<file path="config.mk">
export PLATFORM = sky130hd
export DESIGN_NAME = sram_ctrl
export DESIGN_NICKNAME = d
export VERILOG_FILES = /design/src/rtl/sram_ctrl.sv
export SDC_FILE = /design/constraint.sdc
export NUM_CORES = 1
export LEC_CHECK = 0
export BUFFER_PORTS_ARGS = -buffer_cell sky130_fd_sc_hd__buf_2
export CORE_ASPECT_RATIO = 1.75
export CORE_MARGIN = 1
export CORE_UTILIZATION = 40
export DETAILED_ROUTE_END_ITERATION = 12
export PLACE_DENSITY = 0.77
export SKIP_LAST_GASP = 1
export SLEW_MARGIN = 15
export SYNTH_ARGS = -nofsm -noshare
export SYNTH_HDL_FRONTEND = slang
export SYNTH_SLANG_ARGS = --single-unit
</file>
<file path="constraint.sdc">
create_clock -name clk -period 2.8 [get_ports clk]
set_input_delay 0 -clock clk [delete_from_list [all_inputs] [get_ports clk]]
set_output_delay 0 -clock clk [all_outputs]
set_load 0.03 [all_outputs]
</file>
<file path="src/rtl/sram_ctrl.sv">
// sram_ctrl: valid/ready front end that sequences CS/WE/OE strobes for ramchip.
// Optional macro SRAM_CTRL_RANGE_CHK_EN rejects out-of-range addresses.
module sram_ctrl #(
  parameter int ADDRESS_SIZE = 64,
  parameter int WORD_SIZE = 32,
  parameter int WAIT_CYCLES = 1,
  localparam int AW = $clog2(ADDRESS_SIZE)
) (
  input  logic                 clk,
  input  logic                 rst_n,
  input  logic                 req_valid,
  output logic                 req_ready,
  input  logic                 req_we,
  input  logic [AW-1:0]        req_addr,
  input  logic [WORD_SIZE-1:0] req_wdata,
  output logic                 rsp_valid,
  output logic [WORD_SIZE-1:0] rsp_rdata,
  output logic                 rsp_err,
  output logic [AW-1:0]        mem_addr,
  output logic [WORD_SIZE-1:0] mem_wdata,
  input  logic [WORD_SIZE-1:0] mem_rdata,
  output logic                 mem_cs_n,
  output logic                 mem_we_n,
  output logic                 mem_oe_n
);

  typedef enum logic [2:0] {
    IDLE,
    SETUP,
    STROBE,
    HOLD,
    RESP
  } state_t;

  state_t     state;
  logic       wr;
  logic       err_pend;
  logic [3:0] cnt;
  logic       bad_addr;

`ifdef SRAM_CTRL_RANGE_CHK_EN
  assign bad_addr = {1'b0, req_addr} >= (AW+1)'(ADDRESS_SIZE);
`else
  assign bad_addr = 1'b0;
`endif

  always_ff @(posedge clk or negedge rst_n) begin
    if (!rst_n) begin
      state     <= IDLE;
      wr        <= 1'b0;
      err_pend  <= 1'b0;
      cnt       <= '0;
      req_ready <= 1'b0;
      rsp_valid <= 1'b0;
      rsp_rdata <= '0;
      rsp_err   <= 1'b0;
      mem_addr  <= '0;
      mem_wdata <= '0;
      mem_cs_n  <= 1'b1;
      mem_we_n  <= 1'b1;
      mem_oe_n  <= 1'b1;
    end else begin
      rsp_valid <= 1'b0;
      rsp_err   <= 1'b0;
      unique case (state)
        IDLE: begin
          if (req_valid && req_ready) begin
            req_ready <= 1'b0;
            wr        <= req_we;
            mem_addr  <= req_addr;
            mem_wdata <= req_wdata;
            if (bad_addr) begin
              err_pend <= 1'b1;
              state    <= RESP;
            end else begin
              mem_cs_n <= 1'b0;
              state    <= SETUP;
            end
          end else begin
            req_ready <= 1'b1;
          end
        end
        SETUP: begin
          cnt      <= 4'(WAIT_CYCLES);
          mem_we_n <= !wr;
          mem_oe_n <= wr;
          state    <= STROBE;
        end
        STROBE: begin
          // sample read data while OE is still low
          if (cnt == 4'd0) begin
            if (!wr) rsp_rdata <= mem_rdata;
            mem_we_n <= 1'b1;
            mem_oe_n <= 1'b1;
            state    <= HOLD;
          end else begin
            cnt <= cnt - 4'd1;
          end
        end
        HOLD: begin
          mem_cs_n  <= 1'b1;
          rsp_valid <= 1'b1;
          state     <= RESP;
        end
        RESP: begin
          if (err_pend) begin
            rsp_valid <= 1'b1;
            rsp_err   <= 1'b1;
            err_pend  <= 1'b0;
          end
          req_ready <= 1'b1;
          state     <= IDLE;
        end
        default: state <= IDLE;
      endcase
    end
  end

endmodule

</file>
# Word-level counts from Yosys, hierarchy flattened

Index checks and enable logic that the tools add are counted.

Bits in registers: 83
Word-level logic and storage cells: 46

Bitwise logic cells: 1
Add/sub/neg operators: 1
Equal/unequal tests: 7
Muxes and demuxes: 13
Reductions and logical operators: 13

Operator list:

| cell                                                 | number |
|---|---|
| case mux 3 bit (4 select lines)                      | 1 |
| AND reduction 2 bit                                  | 5 |
| case mux 1 bit (2 select lines)                      | 4 |
| case mux 4 bit (2 select lines)                      | 1 |
| equality test 3 x 2 -> 1 bit (second input constant) | 2 |
| two-way mux 3 bit                                    | 2 |
| != test 2 bit (second input constant)                | 3 |
| nonzero test 2 bit                                   | 3 |
| logical NOT 4 bit                                    | 1 |
| two-way mux 1 bit                                    | 4 |
| two-way mux 4 bit                                    | 1 |
| subtractor 4 x 1 -> 4 bit (second input constant)    | 1 |
| equality test 3 x 1 -> 1 bit (second input constant) | 1 |
| equality test 3 bit (second input constant)          | 1 |
| logical NOT 3 bit                                    | 1 |
| AND reduction 3 bit                                  | 1 |
| logical AND 1 bit                                    | 1 |
| logical NOT 1 bit                                    | 1 |
| inverter 1 bit                                       | 1 |

# Logic depth before layout (Yosys ltp)

Gate-level depths: netlist of the first run.

Depth in word-level cells: 3
Depth in mapped cells: 7

# Least setup slack after synthesis of the first run

OpenSTA, ideal clock, no wires.

Path kind: reg2reg
Start: register cnt[0]
End: register rsp_rdata[0]
Required time: 2,675 ps
Arrival: 1,795 ps
Cell stages (with the launch flop): 8
Setup slack: 879 ps
Period minus slack after synthesis: 1,921 ps
Cell sequence: dfrtp_1 -> inv_1 -> ha_1 -> nand2b_1 -> or4b_1 -> buf_6 -> buf_12 -> mux2_4

Word-level cells in the longest chain between the ends: 2

Ends and longest elaborated chain:

| item                          | line | text |
|---|---|---|
| start: declaration            | 38   | `logic [3:0] cnt;` |
| start signal: assignment      | 84   | `cnt <= 4'(WAIT_CYCLES);` |
| start signal: assignment      | 97   | `cnt <= cnt - 4'd1;` |
| logical NOT 4 bit             | 91   | `if (cnt == 4'd0) begin` |
| AND reduction 3 bit (no line) | n/a  |  |
| end signal: assignment        | 92   | `if (!wr) rsp_rdata <= mem_rdata;` |
| end: declaration              | 17   | `output logic [WORD_SIZE-1:0] rsp_rdata,` |

No other way between the ends.
A chain may end at the register's enable or synchronous reset.

# Final worst setup path of the first run

Start: register cnt[0]
End: register rsp_rdata[27]

The elaborated chain is that of the path after synthesis.

==> results.cfg, run 1 <==
[outcome]
outcome = finished clean

[sta]
tightestPinTransition_ns = 0.564
clock_skew_ns = 0.00742
report.final.hold_viol_count = 0
setup-violations-final = 0
max-slew-margin-rel_pct = 62.4
fmax_mhz = 429
final_period_minus_worst_setup_slack_ns = 2.33
setup_total_negative_slack_ns = 0
drv_slew = 0
rsz_0062_raised_after_global_routing = no
layout_worst_path_cycle_share_pct = 83.3

[critical_path]
reg2reg_setup_slack_ns = 0.47
worstSetupEndpointType = flip-flop
type_of_the_setup_path_with_the_least_slack = reg -> reg
cp_slowest_cell = sky130_fd_sc_hd__or4b_2
worst_setup_path_start_kind = flip-flop
cp.arrival_ns = 2.54
cp_cell_sequence = inv_1 -> ha_1 -> nand2b_1 -> or4b_2 -> buf_4 -> mux2_4
crit_required_ns = 3.01
critPathMaxFanout = 32
max_stage_delay_ns = 0.65

[global_routing]
maximum_number_of_pins_on_one_net_before_global_route_repair = 84
grt_util_all_layers_pct = 19.2
first_pass_grt_wire_length_um = 13400
overflow = 0
grt_pass1_vias = 2892
initial_antenna_violation_count = 0

[finish]
n_antenna_cell = 0
layout.cells.most_common = sky130_fd_sc_hd__buf_2
flow.area_growth_from_synthesis_pct = 53.2
most-common-layout-cells = sky130_fd_sc_hd__buf_2, sky130_fd_sc_hd__dfrtp_1, sky130_fd_sc_hd__dlygate4sd3_1, sky130_fd_sc_hd__mux2_2, sky130_fd_sc_hd__mux2_4
finalCoreUtilization_pct = 63.1
fraction_of_layout_instances_using_a_drive_strength_above_1_pct = 55.0
layout.filler_cells = 603
num-nets-final = 515

[clock_network]
htreeDepth = 3
cts_root_buffer = sky130_fd_sc_hd__clkbuf_16
clock_latency_ns = 0.33
postCtsHoldBufs = 72
clock_sinks = 83
ctsResizeCount = 0
cts_tree = done
post_cts_buffers = 0
clock_path_buffers = 2
cts_buffers = 9
cts.reportedPaths.clkPinSlew_ns = 0.06

[run]
max_cap_viol_count = 0

[power_and_ir_drop]
power_per_unit_of_standard_cell_area_nw_per_um2 = 1210
leakage_uw = 0.00258
power.ir.vdd_worst_v = 0.000595

[synthesis]
synth_cells = 216
ys_seq_area_share_pct = 60.8
syn_nets = 292
mappedNetlistArea_um2 = 3420
avgSynthCellArea_um2 = 15.9
synth_cell_types = 33
synth_warnings = 0
ys_ff_latch = 83

[die]
dieHeight_um = 124
floorplan.core_area_um2 = 8310
start_util_pct = 41.2
io_pins = 150
num_rows = 44
die-area_um2 = 8950
chipWidth_um = 71.9

[placement]
io_buffers = 148
detail_placement_hpwl_um = 4990
place_congestion = 0.736

[detailed_routing]
post_dr_vias_cell = 4.72
routed_wire_length_per_instance_um = 14.8
route.vias.total = 2637
firstDrtPassIters = 4
wirelength_um = 8270
drc_errors = 0
drt.antenna.violating_nets = 0
dr.first_iter.drc_count = 82

[hold_path]
hold_path.class = in -> async
-- synth_stat cells (all sizes together) --
cell | instances | share of area [%]
o21bai | 1 | 0.22
a32oi | 1 | 0.26
ha | 2 | 0.73
inv | 6 | 0.66
o22ai | 1 | 0.18
conb | 1 | 0.11
dfstp | 3 | 2.3
nor2 | 8 | 0.88
nor4 | 2 | 0.55
a22oi | 1 | 0.22
nand3 | 2 | 0.29
dfrtp | 80 | 58
or4b | 1 | 0.29
mux2 | 71 | 27
clkbuf | 1 | 0.11
nor3b | 3 | 0.80
o211ai | 2 | 0.44
nand2b | 4 | 0.73
or4 | 5 | 1.1
o21ai | 3 | 0.44
a21oi | 2 | 0.29
nand3b | 1 | 0.22
nor2b | 1 | 0.18
nand2 | 1 | 0.11
and3 | 1 | 0.18
xnor2 | 1 | 0.26
buf | 11 | 3.4
-- metrics by stage --
step | worst slack, ns | std cells | total power [µW] | hold WS (ns) | cell area (µm²)
2_1_floorplan | 0.879 | 216 | 4370 | -0.296 | 3420
3_3_place_gp | 0.609 | 470 | 5090 | 0.225 | 4220
3_5_place_dp | 0.507 | 470 | 5210 | 0.234 | 4220
4_1_cts | 0.507 | 558 | 6400 | 0.372 | 5230
5_1_grt | 0.381 | 559 | 6700 | 0.264 | 5250
6_report | 0.468 | 559 | 6360 | 0.207 | 5250
-- flip-flops by register name, summed over array words and instances (netlist names) --
| register | count |
|---|---|
| cnt | 4 |
| mem_addr | 6 |
| mem_cs_n | 1 |
| mem_oe_n | 1 |
| mem_wdata | 32 |
| mem_we_n | 1 |
| req_ready | 1 |
| rsp_rdata | 32 |
| rsp_valid | 1 |
| state | 3 |
| wr | 1 |
-- cells by family (layout without fill, tap and decap cells) --
logic type / Yosys count / in the layout / share of synthesized area [%]
xor gates and xnor gates: 1 / 1 / 0.256
buffers and inverters: 18 / 246 / 4.13
adders and majority gates: 2 / 2 / 0.731
and+or+nand+nor: 29 / 29 / 5.33
DFF: 83 / 83 / 60.8
muxes: 71 / 71 / 26.6
AOI/OAI and AO/OA: 11 / 11 / 2.05
other: 1 / 1 / 0.110
-- final cells by class --
class                   instances  area (µm²)  area share [%]
well taps                     115         144            2.74
clock inverters                 4        25.0           0.477
multi-input cells             115        1210            23.1
inverters                       6        22.5           0.429
repair buffers                224        1510            28.7
clock buffers                  12         256            4.89
flip-flops and latches         83        2080            39.7
-- critical path: cells and delay by family (launching register included) --
| family | cells | cell delay, ns |
|---|---|---|
| adder cells (fa/ha/maj) | 1 | 0.21 |
| buffers and inverters | 2 | 0.47 |
| flip-flops | 1 | 0.40 |
| multiplexers | 1 | 0.37 |
| AND/OR/NAND/NOR | 2 | 0.75 |
-- path summary, 6_finish.rpt --
path,end,depth (start not counted),start
max,rsp_rdata[27],6,cnt[0]
min,rsp_rdata[12],2,rst_n
max reg2reg,rsp_rdata[27],6,cnt[0]
min reg2reg,mem_cs_n,2,mem_cs_n
max in group asynchronous,rsp_rdata[7],3,rst_n
min in group clk,req_ready,5,req_valid
-- report_power, final --
group	total [µW]	switching, µW	internal [µW]
logic	3080	1810	1270
clock network	1080	435	645
registers	2200	383	1820
-- routing by layer --
metal	global-route usage, %	share of wire [%]	up-vias
met5	0	0	-
met4	10.4	3.8	0
met3	4.69	5.3	27
met2	33.6	53	122
met1	20.8	38	1285
li1	-	-	1203
No activity file was read; power rests on OpenSTA's default activity.
==> inputs of run 2 (changes only) <==
Settings changed: ABC_AREA set to 1, PLACE_DENSITY 0.77 to 0.81.
Clock period 2.8 ns to 1.97 ns, I/O delays scaled along.
==> run 2 against run 1 <==
Non-clock buffer count is 2 higher. Sequential power is 37% higher. Setup slack worse by 0.11 ns. Via count is 23% higher. Register-to-register slack worse by 0.11 ns. Utilization is 1.4 points higher. Sequential cell count stayed put. Global-route usage is 2.6 points higher. Wire length is 11% higher. Total power is 38% higher. Clock power is 42% higher. Largest cell class unchanged.
==> results.cfg, run 2 <==
[synthesis]
count_of_flip_flops_with_a_built_in_enable_after_synthesis = 0
synth_cell_types = 24
synth_largest_area_cell = sky130_fd_sc_hd__dfrtp_1
synth_cells = 366
synth_async_sr_flop_share_pct = 100
avgSynthCellArea_um2 = 8.92
ys_seq_area_share_pct = 63.7
netlist_top_cells_area = sky130_fd_sc_hd__dfrtp_1, sky130_fd_sc_hd__nand2_1, sky130_fd_sc_hd__nand3_1, sky130_fd_sc_hd__dfstp_2, sky130_fd_sc_hd__buf_2
ys_ff_latch = 83
yosys.area.top_type_share_pct = 61.3
synth_warnings = 0
syn_nets = 442
synthMostInstantiatedCell = sky130_fd_sc_hd__nand2_1
dominant_synthesized_flop_cell = sky130_fd_sc_hd__dfrtp_1
synth_common_cells = sky130_fd_sc_hd__nand2_1, sky130_fd_sc_hd__dfrtp_1, sky130_fd_sc_hd__nand3_1
mappedNetlistArea_um2 = 3260

[hold_path]
hp-start = req_valid
timing.hold.worst_endpoint = mem_cs_n
worstHoldPathCells = 3
hold_path.class = in -> reg

[clock_network]
clock_latency_ns = 0.33
cts_root_buffer = sky130_fd_sc_hd__clkbuf_16
clock_path_buffers = 2
htreeDepth = 3
clock_sinks = 83
cts.reportedPaths.clkPinSlew_ns = 0.07
cts_tree = done
cts_buffers = 9
post_cts_buffers = 0

[critical_path]
cp_slowest_cell = sky130_fd_sc_hd__dfrtp_1
crit_buf_inv = 1
worstSetupEndpointType = flip-flop
type_of_the_setup_path_with_the_least_slack = reg -> reg
cp_cell_sequence = inv_1 -> ha_1 -> nand2_1 -> nor2_4 -> nand2_2 -> nand2_1 -> nand2_1
max_stage_delay_ns = 0.38
reg2reg_from = cnt[0]
crit_required_ns = 2.19
cp.arrival_ns = 1.84
critical_r2r_capture = rsp_rdata[13]
critPathMaxFanout = 32
timing.critical_path.max_delay_family = simple AND/OR/NAND/NOR gates
worst-r2r-cell-count = 7
cp_common_cell = sky130_fd_sc_hd__nand2_1
worst_setup_path_start_kind = flip-flop
reg2reg_setup_slack_ns = 0.35

[die]
die-area_um2 = 8540
chipWidth_um = 70.3
floorplan.core_area_um2 = 7910
start_util_pct = 41.3
io_pins = 150
num_rows = 43
dieHeight_um = 122

[sta]
drv_slew = 0
tightestPinTransition_ns = 0.681
layout_worst_path_cycle_share_pct = 82.1
report.final.hold_viol_count = 0
hold-worst-slack_ns = 0.0954
rsz_0062_raised_after_global_routing = no
clock_skew_ns = 0.00854
layout_setup_ws_ns = 0.353
setup-violations-final = 0
fmax_mhz = 619
max-slew-margin-rel_pct = 54.6
final_period_minus_worst_setup_slack_ns = 1.62
setup_total_negative_slack_ns = 0

[global_routing]
initial_antenna_violation_count = 0
overflow = 0
first_pass_grt_wire_length_um = 14700
grt_util_all_layers_pct = 21.8
maximum_number_of_pins_on_one_net_before_global_route_repair = 54
grt_pass1_vias = 3200

[finish]
num-nets-final = 661
n_antenna_cell = 0
layout.filler_cells = 604
most-common-layout-cells = sky130_fd_sc_hd__nand2_1, sky130_fd_sc_hd__buf_2, sky130_fd_sc_hd__dfrtp_1, sky130_fd_sc_hd__dlygate4sd3_1, sky130_fd_sc_hd__nand3_1
largest_registers = mem_wdata x32, rsp_rdata x32, mem_addr x6
layout.cells.most_common = sky130_fd_sc_hd__nand2_1
seq_area_um2 = 2080
design_area_um2 = 5100
fraction_of_layout_instances_using_a_drive_strength_above_1_pct = 30.2
flow.area_growth_from_synthesis_pct = 56.3
multiInputGateArea_um2 = 1070

[outcome]
outcome = finished clean

[detailed_routing]
drt.antenna.violating_nets = 0
dr.first_iter.drc_count = 204
route.vias.total = 3250
drc_errors = 0
firstDrtPassIters = 5
wirelength_um = 9220
routed_wire_length_per_instance_um = 13.6
post_dr_vias_cell = 4.78

[placement]
preCtsSetupSlack_ns = 0.374
place_area_um2 = 4100
detail_placement_hpwl_um = 5390
place_congestion = 0.747
io_buffers = 148

[power_and_ir_drop]
power_per_unit_of_standard_cell_area_nw_per_um2 = 1720
leakage_uw = 0.00284
power.ir.vdd_worst_v = 0.00122

[run]
max_cap_viol_count = 0
## run 2: how the worst max path moves through the flow
stage / startpoint / to / slack [ns] / cells after the start
2_1_floorplan: cnt[0] / rsp_rdata[0] / 0.64 / 8
3_3_place_gp: state[2] / rsp_rdata[12] / 0.44 / 6
3_5_place_dp: cnt[0] / rsp_rdata[4] / 0.37 / 7
4_1_cts: cnt[0] / rsp_rdata[4] / 0.36 / 7
5_1_grt: state[2] / rsp_rdata[28] / 0.20 / 6
6_report: cnt[0] / rsp_rdata[13] / 0.35 / 7
## run 2: metal layers
layer / track usage (%) / up-vias / part of all wire, % / wire [µm]
met4: 9.63 / 0 / 2.6 / 244
met2: 37.2 / 146 / 52 / 4830
met1: 26.3 / 1510 / 39 / 3620
met5: 0 / - / 0 / 0
li1: - / 1570 / - / -
met3: 4.65 / 24 / 5.6 / 519
## run 2: report_power, final
part / total (µW) / internal, µW / switching, µW
combinational: 4210 / 1230 / 2990
clock: 1530 / 861 / 668
sequential: 3010 / 2550 / 468
total: 8760 / 4630 / 4120
## run 2: stage by stage
stage	cells	power (µW)	util, %
4_1_cts	680	8750	64.5
3_5_place_dp	592	7090	51.9
3_3_place_gp	592	6960	51.9
6_report	680	8760	64.5
2_1_floorplan	366	5820	-
5_1_grt	680	9330	64.5
## run 2: tightest hold or removal path, cell delays in order
cell                      delay, ns
sky130_fd_sc_hd__buf_2         0.10
sky130_fd_sc_hd__nand4_1       0.16
sky130_fd_sc_hd__a21o_1        0.13
## run 2: logic make-up (layout without fill, tap and decap cells)
| logic type | Yosys count | in the layout | synth area share, % |
|---|---|---|---|
| other | 1 | 1 | 0.115 |
| adders and majority gates | 2 | 2 | 0.766 |
| xor gates and xnor gates | 1 | 1 | 0.268 |
| buffers and inverters | 26 | 250 | 3.56 |
| and+or+nand+nor | 247 | 247 | 30.5 |
| AOI/OAI and AO/OA | 6 | 6 | 1.07 |
| DFF | 83 | 83 | 63.7 |
## run 2: area by class of cell
type	count	area share, %
multi-input cells	257	20.9
repair buffers	226	30.1
clock buffers	9	4.41
flip-flops and latches	83	40.8
clock inverters	7	1.05
well taps	90	2.21
inverters	8	0.588
## run 2: what timing repair did
item                                   4_1_cts  5_1_grt
resized for setup                            0        0
hold buffers                                72        0
endpoints found under the hold margin      120        0
==> inputs of run 3 (changes only) <==
Settings changed: PLACE_DENSITY 0.81 to 0.78.
Clock period 1.97 ns to 1.57 ns, I/O delays scaled along.
==> run 3 against run 2 <==
Die area stayed put. Non-clock buffer count is 5 higher. Cell count is 0.74% higher. Critical path type unchanged. Critical endpoint is now rsp_rdata[21].
==> results.cfg, run 3 (synthesis results as in run 2) <==
[finish]
most-common-layout-cells = sky130_fd_sc_hd__nand2_1, sky130_fd_sc_hd__buf_2, sky130_fd_sc_hd__dfrtp_1, sky130_fd_sc_hd__dlygate4sd3_1, sky130_fd_sc_hd__nand3_1
fraction_of_layout_instances_using_a_drive_strength_above_1_pct = 30.9
layout.filler_cells = 592
finalCoreUtilization_pct = 65.3
flow.area_growth_from_synthesis_pct = 58.1
layout.cells.most_common = sky130_fd_sc_hd__nand2_1
num-nets-final = 666
n_antenna_cell = 0
largest_registers = mem_wdata x32, rsp_rdata x32, mem_addr x6

[sta]
setup_total_negative_slack_ns = 0
rsz_0062_raised_after_global_routing = no
drv_slew = 0
clock_skew_ns = 0.00708
final_period_minus_worst_setup_slack_ns = 1.43
setup-violations-final = 0
report.final.hold_viol_count = 0
fmax_mhz = 699
layout_worst_path_cycle_share_pct = 91.2

[critical_path]
timing.critical_path.max_delay_family = simple AND/OR/NAND/NOR gates
reg2reg_setup_slack_ns = 0.14
critical_r2r_capture = rsp_rdata[21]
worstSetupEndpointType = flip-flop
cp_slowest_cell = sky130_fd_sc_hd__dfrtp_1
reg2reg_from = cnt[0]
max_stage_delay_ns = 0.39
cp_common_cell = sky130_fd_sc_hd__nand2_1
crit_path_start = cnt[0]
cp_cell_sequence = inv_2 -> ha_1 -> nand2_1 -> nor2_4 -> nand2_2 -> buf_4 -> nand2_1 -> nand2_1
cp.arrival_ns = 1.65
worst_setup_path_start_kind = flip-flop
type_of_the_setup_path_with_the_least_slack = reg -> reg
crit_buf_inv = 2
crit_required_ns = 1.79
critPathMaxFanout = 32
worst-r2r-cell-count = 8

[clock_network]
clock_latency_ns = 0.33
clock_sinks = 83
cts_root_buffer = sky130_fd_sc_hd__clkbuf_16
htreeDepth = 3
cts_buffers = 9
cts_tree = done
clock_path_buffers = 2
cts.reportedPaths.clkPinSlew_ns = 0.06
post_cts_buffers = 0

[die]
die-area_um2 = 8540
io_pins = 150
chipWidth_um = 70.3
start_util_pct = 41.3
dieHeight_um = 122
num_rows = 43
floorplan.core_area_um2 = 7910

[power_and_ir_drop]
power_per_unit_of_standard_cell_area_nw_per_um2 = 2160
total_power_uw = 11200
power.ir.vdd_worst_v = 0.00129
leakage_uw = 0.00287

[hold_path]
hold_path.class = in -> reg
worstHoldPathCells = 3
timing.hold.worst_endpoint = state[0]
hp-start = req_valid

[detailed_routing]
routed_wire_length_per_instance_um = 13.4
route.vias.total = 3272
drt.antenna.violating_nets = 0
firstDrtPassIters = 5
drc_errors = 0
post_dr_vias_cell = 4.78
wirelength_um = 9180
dr.first_iter.drc_count = 173

[global_routing]
grt_pass1_vias = 3281
initial_antenna_violation_count = 0
first_pass_grt_wire_length_um = 15000
grt_util_all_layers_pct = 22.5
maximum_number_of_pins_on_one_net_before_global_route_repair = 42
overflow = 0

[run]
max_cap_viol_count = 0

[placement]
place_congestion = 0.787
detail_placement_hpwl_um = 5380
io_buffers = 148

[outcome]
outcome = finished clean
[run 3: worst max path at each step]
stage | slack, ns | cells past startpoint | to
after global routing | 0.01 | 8 | rsp_rdata[9]
after detailed placement | 0.11 | 8 | rsp_rdata[30]
after CTS | 0.09 | 8 | rsp_rdata[2]
after floorplan | 0.24 | 8 | rsp_rdata[0]
after global placement | 0.19 | 7 | rsp_rdata[15]
final | 0.14 | 8 | rsp_rdata[21]
[run 3: where the power goes]
part	switching, µW	internal [µW]
sequential	584	3200
clock	843	1240
combinational	3720	1580
[run 3: per-layer routing]
metal / global-route usage (%) / share of wire, % / vias to the layer above
met5: 0 / 0 / -
met2: 39.5 / 52 / 150
li1: - / - / 1582
met1: 25.4 / 39 / 1512
met4: 10.5 / 3.0 / 0
met3: 5.65 / 6.1 / 28
[run 3: area by class of cell]
type                            instances  area [µm²]  area share (%)
Inverter                                8        30.0           0.582
Clock inverter                          7        73.8            1.43
Tap cell                               90         113            2.18
Multi-Input combinational cell        257        1070            20.7
Sequential cell                        83        2080            40.3
Clock buffer                            9         225            4.36
Timing Repair Buffer                  231        1570            30.4
[run 3: metrics by stage]
stage	hold slack, ns	cells	instance area, µm²	setup slack, ns
after CTS	0.0803	685	5160	0.0872
after global routing	0.107	685	5160	0.0106
final	0.0794	685	5160	0.139
after floorplan	-0.296	366	3260	0.237
after detailed placement	-0.0363	597	4140	0.110
after global placement	-0.0433	597	4140	0.191
[run 3: worst reg2reg max path: stages, from the launching register on]
cell                      delay [ns]
sky130_fd_sc_hd__dfrtp_1        0.39
sky130_fd_sc_hd__inv_2          0.09
sky130_fd_sc_hd__ha_1           0.15
sky130_fd_sc_hd__nand2_1        0.12
sky130_fd_sc_hd__nor2_4         0.13
sky130_fd_sc_hd__nand2_2        0.05
sky130_fd_sc_hd__buf_4          0.23
sky130_fd_sc_hd__nand2_1        0.10
sky130_fd_sc_hd__nand2_1        0.06
[run 3: what timing repair did]
action | in CTS | in global routing
setup endpoints to repair | 0 | 14
hold buffers | 72 | 0
resized for setup | 0 | 1
hold endpoints to repair | 137 | 0
